**src/rtl/mole_game_ctrl.sv**
```systemverilog
// Whack-a-mole round controller: pops one LFSR-chosen mole at a time,
// scores hits, derives difficulty and counts down the round timer.
module mole_game_ctrl #(
  parameter int unsigned CLK_HZ    = 100_000_000,
  parameter int unsigned GAME_SEC  = 60,
  parameter int unsigned GAP_TICKS = 3
) (
  input  logic       clk,
  input  logic       rst,
  input  logic       start,
  input  logic [2:0] bt_hit,
  output logic [2:0] mole_en,
  output logic [9:0] score,
  output logic [1:0] level,
  output logic [6:0] timer,
  output logic       hit_music,
  output logic       game_over
);

  localparam int unsigned TICK_CYC = (CLK_HZ / 10 > 0) ? CLK_HZ / 10 : 1;
  localparam int unsigned PW       = (TICK_CYC > 1) ? $clog2(TICK_CYC) : 1;

  typedef enum logic [1:0] {S_IDLE, S_GAP, S_UP, S_OVER} state_t;

  state_t        r_state,     w_state;
  logic [7:0]    r_lfsr,      w_lfsr;
  logic [PW-1:0] r_presc,     w_presc;
  logic [3:0]    r_tenth,     w_tenth;
  logic [7:0]    r_phase,     w_phase;
  logic [2:0]    r_mole_en,   w_mole_en;
  logic [9:0]    r_score,     w_score;
  logic [1:0]    r_level,     w_level;
  logic [6:0]    r_timer,     w_timer;
  logic          r_hit_music, w_hit_music;

  logic          w_run, w_tick, w_sec, w_phase_end, w_hit;
  logic [9:0]    w_score_inc;
  logic [1:0]    w_pick;

  function automatic logic [7:0] up_ticks(input logic [1:0] lv);
    case (lv)
      2'd0:    up_ticks = 8'd10;
      2'd1:    up_ticks = 8'd7;
      2'd2:    up_ticks = 8'd5;
      default: up_ticks = 8'd3;
    endcase
  endfunction

  function automatic logic [1:0] level_of(input logic [9:0] s);
    if (s >= 10'd30)      level_of = 2'd3;
    else if (s >= 10'd20) level_of = 2'd2;
    else if (s >= 10'd10) level_of = 2'd1;
    else                  level_of = 2'd0;
  endfunction

  always_comb begin
    w_lfsr      = {r_lfsr[6:0], r_lfsr[7] ^ r_lfsr[5] ^ r_lfsr[4] ^ r_lfsr[3]};
    w_state     = r_state;
    w_presc     = r_presc;
    w_tenth     = r_tenth;
    w_phase     = r_phase;
    w_mole_en   = r_mole_en;
    w_score     = r_score;
    w_level     = r_level;
    w_timer     = r_timer;
    w_hit_music = 1'b0;

    w_run       = (r_state == S_GAP) || (r_state == S_UP);
    w_tick      = w_run && (r_presc == PW'(TICK_CYC - 1));
    w_sec       = w_tick && (r_tenth == 4'd9);
    w_phase_end = w_tick && (r_phase <= 8'd1);
    w_hit       = (r_state == S_UP) && ((bt_hit & r_mole_en) != 3'b000);
    w_score_inc = (r_score >= 10'd999) ? r_score : r_score + 10'd1;
    w_pick      = (r_lfsr[1:0] == 2'd3) ? 2'd1 : r_lfsr[1:0];

    if (start) begin
      w_state   = S_GAP;
      w_presc   = '0;
      w_tenth   = '0;
      w_phase   = 8'(GAP_TICKS);
      w_mole_en = '0;
      w_score   = '0;
      w_level   = '0;
      w_timer   = 7'(GAME_SEC);
    end else begin
      if (w_run) begin
        w_presc = w_tick ? '0 : r_presc + 1'b1;
        if (w_tick) w_tenth = (r_tenth == 4'd9) ? 4'd0 : r_tenth + 4'd1;
        if (w_tick && (r_phase != 8'd0)) w_phase = r_phase - 8'd1;
        if (w_sec) w_timer = r_timer - 7'd1;
      end

      case (r_state)
        S_GAP: begin
          if (w_phase_end) begin
            w_mole_en = 3'b001 << w_pick;
            w_phase   = up_ticks(r_level);
            w_state   = S_UP;
          end
        end
        S_UP: begin
          // a hit outranks a same-cycle expiry of the mole window
          if (w_hit) begin
            w_score     = w_score_inc;
            w_level     = level_of(w_score_inc);
            w_hit_music = 1'b1;
            w_mole_en   = '0;
            w_phase     = 8'(GAP_TICKS);
            w_state     = S_GAP;
          end else if (w_phase_end) begin
            w_mole_en = '0;
            w_phase   = 8'(GAP_TICKS);
            w_state   = S_GAP;
          end
        end
        default: ;
      endcase

      // round end overrides the mole decision but keeps any score update above
      if (w_sec && (r_timer <= 7'd1)) begin
        w_state   = S_OVER;
        w_mole_en = '0;
        w_timer   = '0;
      end
    end
  end

  always_ff @(posedge clk or negedge rst) begin
    if (!rst) begin
      r_state     <= S_IDLE;
      r_lfsr      <= 8'hA5;
      r_presc     <= '0;
      r_tenth     <= '0;
      r_phase     <= '0;
      r_mole_en   <= '0;
      r_score     <= '0;
      r_level     <= '0;
      r_timer     <= '0;
      r_hit_music <= 1'b0;
    end else begin
      r_state     <= w_state;
      r_lfsr      <= w_lfsr;
      r_presc     <= w_presc;
      r_tenth     <= w_tenth;
      r_phase     <= w_phase;
      r_mole_en   <= w_mole_en;
      r_score     <= w_score;
      r_level     <= w_level;
      r_timer     <= w_timer;
      r_hit_music <= w_hit_music;
    end
  end

  assign mole_en   = r_mole_en;
  assign score     = r_score;
  assign level     = r_level;
  assign timer     = r_timer;
  assign hit_music = r_hit_music;
  assign game_over = (r_state == S_OVER);

endmodule

```
**config.mk**
```make
export PLATFORM = sky130hd
export DESIGN_NAME = mole_game_ctrl
export DESIGN_NICKNAME = d
export VERILOG_FILES = /design/src/rtl/mole_game_ctrl.sv
export SDC_FILE = /design/constraint.sdc
export NUM_CORES = 1
export LEC_CHECK = 0
export CAP_MARGIN = 10
export CORE_ASPECT_RATIO = 0.75
export CORE_UTILIZATION = 59
export DETAILED_ROUTE_END_ITERATION = 6
export PLACE_DENSITY = 0.76
export SLEW_MARGIN = 30
export SYNTH_ARGS = -nofsm -noshare
export SYNTH_HDL_FRONTEND = slang
export SYNTH_SLANG_ARGS = --single-unit
```
**constraint.sdc**
```tcl
create_clock -name clk -period 3 [get_ports clk]
set_input_delay 0.6 -clock clk [delete_from_list [all_inputs] [get_ports clk]]
set_output_delay 0.6 -clock clk [all_outputs]
set_load 0.005 [all_outputs]
```
==> impl_metrics.py <==
metrics = {
    "worst_setup_path": {
        "cp-end-kind": "flip-flop",
        "critPathMaxFanout": 10,
        "required_ps": 3290,
        "worstPathArrival_ps": 2770,
        "cp-start-kind": "flip-flop",
        "path_class": "flip-flop to flip-flop",
    },
    "synthesis": {
        "synth-async-reset-ratio_pct": 100.0,
        "synth_flop_cell": "dfrtp_1",
        "synth_mux_area_share_pct": 0.5071,
        "synth_simple_gate_area_share_pct": 25.39,
        "ys_warn_count": 0,
        "yosysSeqAreaShare_pct": 43.87,
        "synth_edf_count": 0,
        "synth_top_area_share_pct": 41.20,
        "syn_area_per_cell_um2": 8.992,
        "synth_top_family_by_area": "simple AND/OR/NAND/NOR gates",
        "yosysMostFrequentCell": "dfrtp_1",
        "synthAdderAreaFrac_pct": 4.437,
        "synth_cell_types": 60,
        "ys_ff_latch": 69,
        "synthCells": 439,
        "synth-compound-area-share_pct": 15.88,
        "synth_nets": 459,
        "yosys.area.top_type": "dfrtp_1",
        "synth_top_cells_by_area": "dfrtp_1, nor2_1, ha_1, xor2_1, a21oi_1",
        "yosys-top-cells-count": "dfrtp_1, nor2_1, nand2_1",
        "synthXorXnorAreaFrac_pct": 6.212,
        "netlist_area_um2": 3948,
    },
    "flow_run": {
        "maxCapViolations": 0,
    },
    "timing": {
        "tightest_slew_ps": 758.2,
        "post-route-period-util_pct": 82.81,
        "finClkSkew_ps": 6.174,
        "slew_violations": 0,
        "finalSetupTns_ps": 0,
        "setup-violations-final": 0,
        "rsz0062_at_grt": "false",
        "finalHoldViolCount": 0,
        "period_needed_ps": 2484,
        "slew_headroom_pct": 49.35,
        "fmax_ghz": 0.4025,
    },
    "placement": {
        "dp_cells": 538,
        "place_congestion": 0.8450,
        "dp_hpwl_um": 6157,
        "port_buffers": 29,
        "dpl_cell_area_um2": 4328,
    },
    "detailed_routing": {
        "remaining_drc_errors": 0,
        "ant_nets": 0,
        "dr_total_vias": 3416,
        "avgRoutedWirePerCell_um": 16.20,
        "drtPass1Iterations": 5,
        "drtIter0Drc": 280,
        "drt_wl_total_um": 8974,
        "vias_per_cell": 6.166,
    },
    "global_route": {
        "top_usage_layer": "met1",
        "grt_util_met3_pct": 8.125,
        "grt_pass1_vias": 3104,
        "grt_pass1_wl_um": 14910,
        "grt_max_degree": 39,
        "grt_overflow": 0,
        "grt_usage_pct": 28.03,
        "antenna_found_initial": 0,
        "met2_usage_pct": 38.97,
        "use_met1_pct": 42.22,
    },
    "clock_tree": {
        "cts_tree": "done",
        "clock_path_buffers": 2,
        "cts_resized": 0,
        "cts_buffers": 9,
        "h-tree-depth": 3,
        "cts_sinks": 69,
        "holdBufCountCts": 0,
        "path_clk_slew_ps": 80,
        "root_buffer": "clkbuf_8",
        "clock_latency_ps": 360,
        "cts_setup_buffers": 0,
    },
    "power_and_ir_drop": {
        "irDropWorstVdd_uv": 349.5,
        "power_uw": 2419,
        "swShare_pct": 33.37,
        "comb_power_share_pct": 24.9,
        "p_per_area_nw_per_um2": 534.4,
        "p_clk_share_pct": 32.0,
        "power_switching_uw": 807.4,
        "seq_power_share_pct": 43.1,
        "p_leak_uw": 0.001930,
        "p_int_uw": 1612,
    },
    "finish": {
        "syn_to_final_growth_pct": 14.68,
        "fin_util_pct": 70.94,
        "final_cells": 554,
        "drive_above_1_share_pct": 7.822,
        "layout.nets": 488,
        "nFillCells": 507,
        "final_area_um2": 4527,
        "diodes": 0,
    },
    "die": {
        "fp.dieH_um": 72.84,
        "row_count": 25,
        "boundaryPins": 30,
        "fp.dieArea_um2": 7025,
        "start_util_pct": 61.86,
        "core_um2": 6381,
        "die_w_um": 96.45,
    },
    "min_path": {
        "min-delay-path-class": "input pin to async pin",
    },
    "status": {
        "outcome": "finished, final reports clean",
    },
}
[power groups by stage]
stage	logic, uW	clock network [uW]	registers [uW]
after floorplan	401	0	1040
after global placement	576	0	1050
after detailed placement	591	0	1060
after CTS	596	784	1040
after global routing	681	822	1050
final	603	773	1040
[logic make-up after synthesis]
kind of cell / after synthesis
and+or+nand+nor: 194
AOI/OAI and AO/OA: 96
DFF: 69
buffers and inverters: 36
xor gates and xnor gates: 28
adders and majority gates: 14
muxes: 2
[worst max-delay path, stage by stage (launching register included)]
cell and delay, ps:
dfrtp_1 380, inv_1 60, ha_1 350, nor4_1 160
and3_1 220, and2_1 460, a21oi_4 150, or4_1 490
a21oi_1 140
[stage by stage]
stage,setup slack (ps),hold slack [ps]
2_1_floorplan,912.1,304.4
3_3_place_gp,414.4,333.2
3_5_place_dp,322.3,357.6
4_1_cts,511.2,315.7
5_1_grt,306.3,352.0
6_report,515.7,286.8
[cell usage in the layout, fill, tap and decap left out, types with 3 or more instances in the layout]
| master | instances |
|---|---|
| a31oi_1 | 8 |
| nand3_1 | 21 |
| o2bb2ai_1 | 3 |
| inv_1 | 16 |
| ha_1 | 14 |
| or3_1 | 4 |
| dfstp_2 | 4 |
| clkbuf_8 | 9 |
| clkdlybuf4s50_1 | 28 |
| or4_1 | 3 |
| xnor2_1 | 8 |
| o31ai_1 | 3 |
| nor2_1 | 59 |
| a311oi_1 | 3 |
| nand2b_1 | 3 |
| clkinvlp_4 | 3 |
| dfrtp_1 | 65 |
| nand2_1 | 34 |
| xor2_1 | 20 |
| and3_1 | 12 |
| buf_4 | 8 |
| nor4_1 | 6 |
| nor3_1 | 14 |
| a21o_1 | 7 |
| a211o_1 | 3 |
| a21oi_1 | 27 |
| and2_1 | 4 |
| nand4_1 | 13 |
| o21ai_0 | 22 |
[final cells by class]
cell class	count	area [um^2]	share of cell area, %
repair buffers	38	365.4	8.071
inverters	16	60.06	1.327
clock inverters	7	75.07	1.658
flip-flops and latches	69	1732	38.25
well taps	81	101.3	2.239
multi-input cells	334	2069	45.72
clock buffers	9	123.9	2.736
[worst paths after layout]
check                            from           to  slack [ps]  depth (start not counted)
max                        r_state[0]     timer[6]         520                          8
min                               rst  r_presc[12]         290                          1
max reg2reg                r_state[0]     timer[6]         520                          8
min reg2reg                 r_lfsr[6]    r_lfsr[7]         370                          0
max in group asynchronous         rst     score[3]        2070                          2
min in group clk            r_lfsr[6]    r_lfsr[7]         370                          0
[sequential cells by signal, summed over array words and instances (netlist names)]
register   count
mole_en        3
r_state        2
score         10
level          2
r_lfsr         8
timer          7
r_presc       24
r_phase        8
r_tenth        4
hit_music      1
[routing by layer]
metal / vias up / wire, um
li1: 1633 / -
met1: 1649 / 4429
met2: 122 / 3764
met3: 12 / 664
met4: 0 / 115
met5: - / 0
(Power assumes the default switching activity.)
